**config.mk**
```make
export PLATFORM = sky130hd
export DESIGN_NAME = imem_arb_flat
export DESIGN_NICKNAME = d
export VERILOG_FILES = /design/src/rtl/imem_arb_if.sv /design/src/rtl/imem_arb.sv /design/src/flat_wrapper.sv
export SDC_FILE = /design/constraint.sdc
export NUM_CORES = 1
export LEC_CHECK = 0
export CAP_MARGIN = 30
export CORE_UTILIZATION = 23
export DETAILED_ROUTE_END_ITERATION = 10
export PLACE_DENSITY = 0.88
export SYNTH_ARGS = -nofsm -noshare
export SYNTH_HDL_FRONTEND = slang
export SYNTH_SLANG_ARGS = --single-unit
```
**constraint.sdc**
```tcl
create_clock -name clk -period 4.2 [get_ports clk]
set_clock_uncertainty 0.1 [all_clocks]
set_input_delay 0.84 -clock clk [delete_from_list [all_inputs] [get_ports clk]]
set_output_delay 0.84 -clock clk [all_outputs]
set_load 0.02 [all_outputs]
```
**src/rtl/imem_arb_if.sv**
```systemverilog
// imem_arb_if: bundle of the instruction-memory arbiter's request, return and
// memory-side signals.
//   fetch_req/fetch_addr   fetch issue request and PC
//   issue_accept           fetch issue accepted this cycle
//   aux_req/aux_addr       auxiliary read request and address
//   aux_grant              auxiliary request accepted this cycle
//   aux_rvalid/aux_rdata   auxiliary read return
//   mem_ren/mem_addr       memory read port command
//   mem_rdata              memory read data (fixed latency)
// Modports: slave = arbiter side, master = requesters plus memory side.
interface imem_arb_if;
  logic        fetch_req;
  logic [31:0] fetch_addr;
  logic        issue_accept;
  logic        aux_req;
  logic [31:0] aux_addr;
  logic        aux_grant;
  logic        aux_rvalid;
  logic [31:0] aux_rdata;
  logic        mem_ren;
  logic [31:0] mem_addr;
  logic [31:0] mem_rdata;

  modport slave (
    input  fetch_req, fetch_addr, aux_req, aux_addr, mem_rdata,
    output issue_accept, aux_grant, aux_rvalid, aux_rdata, mem_ren, mem_addr
  );

  modport master (
    output fetch_req, fetch_addr, aux_req, aux_addr, mem_rdata,
    input  issue_accept, aux_grant, aux_rvalid, aux_rdata, mem_ren, mem_addr
  );
endinterface

```
**src/rtl/imem_arb.sv**
```systemverilog
// imem_arb: owner selection for the single instruction-memory read port,
// shared between fetch (priority) and an auxiliary requester. Read returns
// are steered to the auxiliary requester through a MEM_LAT-deep ownership
// pipeline; fetch returns are aligned by the frontend pipe itself.
// Ports:
//   clk     clock, all state on the rising edge
//   rst     synchronous active-high reset
//   clk_en  global clock enable; low holds state and forces grants low
//   bus     imem_arb_if.slave (fetch, auxiliary and memory-port signals)
// Parameters: MEM_LAT (read latency, >= 1), STARVE_LIMIT (denied auxiliary
// cycles before a forced grant, >= 1).
// Build option: define IMEM_ARB_STARVE_EN to build the starvation counter;
// without it fetch has strict priority.
module imem_arb #(
  parameter int MEM_LAT      = 2,
  parameter int STARVE_LIMIT = 8
) (
  input  logic       clk,
  input  logic       rst,
  input  logic       clk_en,
  imem_arb_if.slave  bus
);

  if (MEM_LAT < 1 || STARVE_LIMIT < 1) begin : g_param_check
    $error("imem_arb: MEM_LAT and STARVE_LIMIT must be >= 1");
  end

  logic               run;
  logic               starve;
  logic               grant_aux;
  logic               issue_accept;
  logic               mem_ren;
  logic               aux_rvalid;
  logic [MEM_LAT-1:0] pipe_vld;
  logic [MEM_LAT-1:0] pipe_aux;

  assign run          = clk_en && !rst;
  assign grant_aux    = run && bus.aux_req && (!bus.fetch_req || starve);
  assign issue_accept = run && bus.fetch_req && !grant_aux;
  assign mem_ren      = issue_accept || grant_aux;

  assign bus.issue_accept = issue_accept;
  assign bus.aux_grant    = grant_aux;
  assign bus.mem_ren      = mem_ren;
  assign bus.mem_addr     = grant_aux ? bus.aux_addr : bus.fetch_addr;

  // Entry MEM_LAT-1 is the head: it describes the read whose data is on
  // mem_rdata this cycle. The memory is clock-enabled like this pipe, so
  // both advance only on clk_en cycles and stay aligned.
  always_ff @(posedge clk) begin
    if (rst) begin
      pipe_vld <= '0;
      pipe_aux <= '0;
    end else if (clk_en) begin
      for (int i = MEM_LAT - 1; i > 0; i--) begin
        pipe_vld[i] <= pipe_vld[i-1];
        pipe_aux[i] <= pipe_aux[i-1];
      end
      pipe_vld[0] <= mem_ren;
      pipe_aux[0] <= grant_aux;
    end
  end

  // rst gates the head as well, so a read landing in the reset cycle itself
  // is dropped rather than reported.
  assign aux_rvalid     = run && pipe_vld[MEM_LAT-1] && pipe_aux[MEM_LAT-1];
  assign bus.aux_rvalid = aux_rvalid;
  assign bus.aux_rdata  = aux_rvalid ? bus.mem_rdata : 32'h0;

`ifdef IMEM_ARB_STARVE_EN
  localparam int                CNT_W   = $clog2(STARVE_LIMIT + 1);
  localparam logic [CNT_W-1:0] CNT_MAX = CNT_W'(STARVE_LIMIT);

  logic [CNT_W-1:0] starve_cnt;

  // Counts consecutive denied auxiliary cycles; saturates at the limit so the
  // forced grant persists until it is actually taken.
  always_ff @(posedge clk) begin
    if (rst) begin
      starve_cnt <= '0;
    end else if (clk_en) begin
      if (!bus.aux_req || grant_aux) begin
        starve_cnt <= '0;
      end else if (starve_cnt != CNT_MAX) begin
        starve_cnt <= starve_cnt + CNT_W'(1);
      end
    end
  end

  assign starve = (starve_cnt == CNT_MAX);
`else
  assign starve = 1'b0;
`endif

endmodule

```
**src/flat_wrapper.sv**
```systemverilog
// flat-port wrapper written by rule: the top's interface ports become plain ports
module imem_arb_flat 
#(
  parameter int MEM_LAT      = 2,
  parameter int STARVE_LIMIT = 8
)
  (clk, rst, clk_en, bus_fetch_req, bus_fetch_addr, bus_aux_req, bus_aux_addr, bus_mem_rdata, bus_issue_accept, bus_aux_grant, bus_aux_rvalid, bus_aux_rdata, bus_mem_ren, bus_mem_addr);
  imem_arb_if bus_i ();
  input  logic clk;
  input  logic rst;
  input  logic clk_en;
  input wire logic [$bits(bus_i.fetch_req)-1:0] bus_fetch_req;
  input wire logic [$bits(bus_i.fetch_addr)-1:0] bus_fetch_addr;
  input wire logic [$bits(bus_i.aux_req)-1:0] bus_aux_req;
  input wire logic [$bits(bus_i.aux_addr)-1:0] bus_aux_addr;
  input wire logic [$bits(bus_i.mem_rdata)-1:0] bus_mem_rdata;
  output wire logic [$bits(bus_i.issue_accept)-1:0] bus_issue_accept;
  output wire logic [$bits(bus_i.aux_grant)-1:0] bus_aux_grant;
  output wire logic [$bits(bus_i.aux_rvalid)-1:0] bus_aux_rvalid;
  output wire logic [$bits(bus_i.aux_rdata)-1:0] bus_aux_rdata;
  output wire logic [$bits(bus_i.mem_ren)-1:0] bus_mem_ren;
  output wire logic [$bits(bus_i.mem_addr)-1:0] bus_mem_addr;
  assign bus_i.fetch_req = bus_fetch_req;
  assign bus_i.fetch_addr = bus_fetch_addr;
  assign bus_i.aux_req = bus_aux_req;
  assign bus_i.aux_addr = bus_aux_addr;
  assign bus_i.mem_rdata = bus_mem_rdata;
  assign bus_issue_accept = bus_i.issue_accept;
  assign bus_aux_grant = bus_i.aux_grant;
  assign bus_aux_rvalid = bus_i.aux_rvalid;
  assign bus_aux_rdata = bus_i.aux_rdata;
  assign bus_mem_ren = bus_i.mem_ren;
  assign bus_mem_addr = bus_i.mem_addr;
  imem_arb #(.MEM_LAT(MEM_LAT), .STARVE_LIMIT(STARVE_LIMIT)) u_core (.clk(clk), .rst(rst), .clk_en(clk_en), .bus(bus_i));
endmodule
```
; Word-level counts from Yosys, hierarchy flattened
; Index checks and enable logic that the tools add are counted.
; Widths: inputs -> output; s select.
[totals]
out_inout_bits = 68
elab_cells = 15
regBits = 4
inputBits = 101
[op_classes]
reduce_logical = 11
muxes = 2
[op_table]
columns = op, n
row1 = $mux 32, 2
row2 = $logic_and 1x1->1, 7
row3 = $logic_not 1->1, 3
row4 = $logic_or 1x1->1, 1

; Logic depth before layout (Yosys ltp)
[logic_depth]
ltp_word = 7
depth_mapped = 5
ltp_nobuf = 2

; Worst setup path before layout
; OpenSTA, ideal clock, no wires.
[synth_timing]
kind = input to output
start = input port clk_en
end = output port bus_mem_addr[22]
arrival_time_ns = 1.826
n_path_buf = 3
path_slack_ns = 1.434
stages = 5
required_time_ns = 3.260
cell_sequence = clkbuf_8 nor4bb_4 buf_6 buf_12 mux2_4
[synth_between]
elab_chain_cells = 4
[synth_lines]
columns = item, line_no
row1 = start: declaration, flat_wrapper.sv:11  ; input logic clk_en;
row2 = $logic_and 1x1->1, imem_arb.sv:37  ; assign run = clk_en && !rst;
row3 = $logic_and 1x1->1 (2 in series), imem_arb.sv:38  ; assign grant_aux = run && bus.aux_req && (!bus.fetch_req || starve);
row4 = via bus_aux_grant, flat_wrapper.sv:18  ; output wire logic [$bits(bus_i.aux_grant)-1:0] bus_aux_grant;
row5 = $mux 32, imem_arb.sv:45  ; assign bus.mem_addr = grant_aux ? bus.aux_addr : bus.fetch_addr;
row6 = end: declaration, flat_wrapper.sv:22  ; output wire logic [$bits(bus_i.mem_addr)-1:0] bus_mem_addr;
; The timed path passes the listed nets, and every way through them passes these cells.

; Final worst setup path
[layout_timing]
start = input port rst
end = output port bus_mem_addr[1]
[layout_between]
elab_chain_cells = 5
[layout_lines]
columns = item, line_no
row1 = start: declaration, flat_wrapper.sv:10  ; input logic rst;
row2 = $logic_not 1->1, imem_arb.sv:37
row3 = $logic_and 1x1->1, imem_arb.sv:37
row4 = $logic_and 1x1->1 (2 in series), imem_arb.sv:38
row5 = $mux 32, imem_arb.sv:45
; Every way passes these cells.

==> flow_summary.ini <==
[status]
outcome = complete, no violations

[detailed_routing]
ant_nets = 0
wl_per_cell_um = 14.4
first_pass_iters = 2
wl_met1_um = 1540
via_per_inst = 4.14
route.met3.wl_um = 377
totalWireLength_um = 4410
met2_length_um = 2460
drc = 0
via_count = 1262
top_layer_used = met4
drt_first_iter_violations = 22

[worst_setup_path]
crit_path_max_incr_delay_ns = 0.56
cpMostUsedCell = clkdlybuf4s50_1
critPathKind = primary input to primary output
crit_chain = clkdlybuf4s50_1 > nor4bb_4 > buf_12 > mux2_2 > clkdlybuf4s50_1
cp_max_fo = 33
startpoint_type = primary input
cp.required_ns = 3.26
worstPathArrival_ns = 2.98
cp_slowest_cell = clkdlybuf4s50_1
endpoint_kind = primary output

[clock_network]
cts_buffer_depth = 2
hold_buffers = 0
post_cts_buffers = 0
cts_buffers = 3
tritoncts = built
clock_sinks = 4
h-tree-depth = 1
clk_latency_ns = 0.21
root_buffer = clkbuf_8
cts_resized = 0
path_clk_slew_ns = 0.03

[floorplan]
top_level_ports = 169
die_y_um = 66.7
start_util = 0.241
die-area_um2 = 4450
chipWidth_um = 66.7
core_area_um2 = 4000
rows = 23

[synthesis]
ys_top_cells_by_area = mux2_4 45%, and2_1 21%, dfxtp_1 8.3%
synth_nets = 191
ys_ff_latch = 4
synth_top_area_frac = 0.453
yosys_warnings = 0
synth_seq_area_share = 0.0832
yosysUniqueCellTypes = 19
avgSynthCellArea_um2 = 10.7
synth.cell_area_um2 = 962
synthCells = 90
synth_largest_area_cell = mux2_4

[sta]
rsz0062_at_grt = no
finalSetupTns_ns = 0
hold_viol = 0
fmax_mhz = 255
fin_ws_ns = 0.276
tightest_slew_ns = 0.464
finalCriticalPeriod_ns = 3.92
slew_headroom = 0.691
fin_crit_sh = 0.934
drv_slew = 0
setup_viol_count_final = 0

[power]
intPower_mw = 0.248
p_clk_frac = 0.239
leakage_nw = 1.06
switching_share = 0.246
p_switching_mw = 0.0808
cellPowerDensity_nw_per_um2 = 123
power_frac_comb = 0.637
seq_power_share = 0.124
max-vdd-ir-drop_mv = 0.166

[layout]
regArea_um2 = 80.1
nNetsFinal = 358
stdcell_area_um2 = 2680
final_cells = 305
drive_gt1_frac = 0.157
area_growth_pct = 178
nFillCells = 300
diodes = 0
multi_input_area_um2 = 785

[placed_design]
gp_congestion = 0.709
io_buffers = 168
place_inst = 302
hpwl_um = 3810
placed_area_um2 = 2640
preCtsSetupSlack_ns = 0.270

[global_routing]
grt_pass1_vias = 1123
gr-total-overflow = 0
antenna_found_initial = 0
grt.total_usage = 0.174
grt_start_max_net_pins = 34
grt_pass1_wl_um = 5800

[job]
drv_cap = 0

[min_path]
hold_path.class = flop to flop
## logic make-up after synthesis
| group | count (synthesis) | synth area share |
|---|---|---|
| DFF | 4 | 0.0832 |
| and+or+nand+nor | 42 | 0.294 |
| buffers and inverters | 8 | 0.101 |
| AOI/OAI and AO/OA | 2 | 0.0130 |
| muxes | 34 | 0.508 |
## stage by stage
stage	util	hold WS, ns	total power, mW
floorplan	-	0.343	0.117
global route	0.669	0.421	0.345
CTS	0.669	0.382	0.333
detailed placement	0.659	0.377	0.252
finish	0.669	0.376	0.329
global placement	0.659	0.367	0.249
## synthesized netlist by cell type
| cell | instances |
|---|---|
| and2_1 | 32 |
| a21oi_1 | 1 |
| nor4bb_4 | 1 |
| nor3b_1 | 1 |
| buf_2 | 1 |
| clkbuf_8 | 1 |
| nor2_1 | 4 |
| nand3b_1 | 1 |
| and3b_2 | 1 |
| buf_6 | 1 |
| a211oi_1 | 1 |
| mux2i_1 | 2 |
| and4b_2 | 1 |
| mux2_2 | 3 |
| dfxtp_1 | 4 |
| nand2b_1 | 1 |
| buf_12 | 3 |
| clkbuf_1 | 2 |
| mux2_4 | 29 |
## per-layer routing
layer,vias to the layer above,GRT usage
met5,-,0
met4,0,0.0346
met3,2,0.0428
met2,56,0.352
met1,567,0.175
li1,637,-
## layout make-up
class,count,area share
Tap cell,50,0.0234
Timing Repair Buffer,170,0.638
Sequential cell,4,0.0299
Clock buffer,3,0.0154
Multi-Input combinational cell,78,0.293
## worst paths after layout
| check | startpoint | to | slack [ns] | cells after the start |
|---|---|---|---|---|
| hold / removal | u_core.pipe_aux[0] | u_core.pipe_aux[0] | 0.38 | 2 |
| setup / recovery | rst | bus_mem_addr[1] | 0.28 | 5 |
| setup reg to reg | u_core.pipe_vld[0] | u_core.pipe_vld[0] | 3.47 | 2 |
| hold reg to reg | u_core.pipe_aux[0] | u_core.pipe_aux[0] | 0.38 | 2 |
## power by group through the flow
stage / Combinational, mW / Sequential [mW] / Clock (mW)
5_1_grt: 0.220 / 0.0412 / 0.0839
3_3_place_gp: 0.208 / 0.0413 / 0
2_1_floorplan: 0.0760 / 0.0412 / 0
6_report: 0.210 / 0.0409 / 0.0786
4_1_cts: 0.211 / 0.0409 / 0.0811
3_5_place_dp: 0.210 / 0.0414 / 0
## registers in the layout (all words and copies together) (netlist names)
name,flops
u_core.pipe_aux,2
u_core.pipe_vld,2
## cells in the final DEF, fill, tap and decap left out
cell and n:
and4b_2 1, dfxtp_1 4, and2_1 32, mux2_2 3
nand2b_1 1, a21oi_1 1, mux2_4 29, nand3b_1 1
buf_4 1, clkbuf_8 3, nor4bb_4 1, buf_12 1
a211oi_1 1, clkdlybuf4s50_1 168, mux2i_1 2, nor2_1 4
nor3b_1 1, and3b_2 1
## worst max-delay path: cells and delay by family
kind / cells / cell delay (ns)
buffers and inverters: 3 / 1.39
multiplexers: 1 / 0.36
AND/OR/NAND/NOR: 1 / 0.38
No activity file was read; power rests on OpenSTA's default activity.
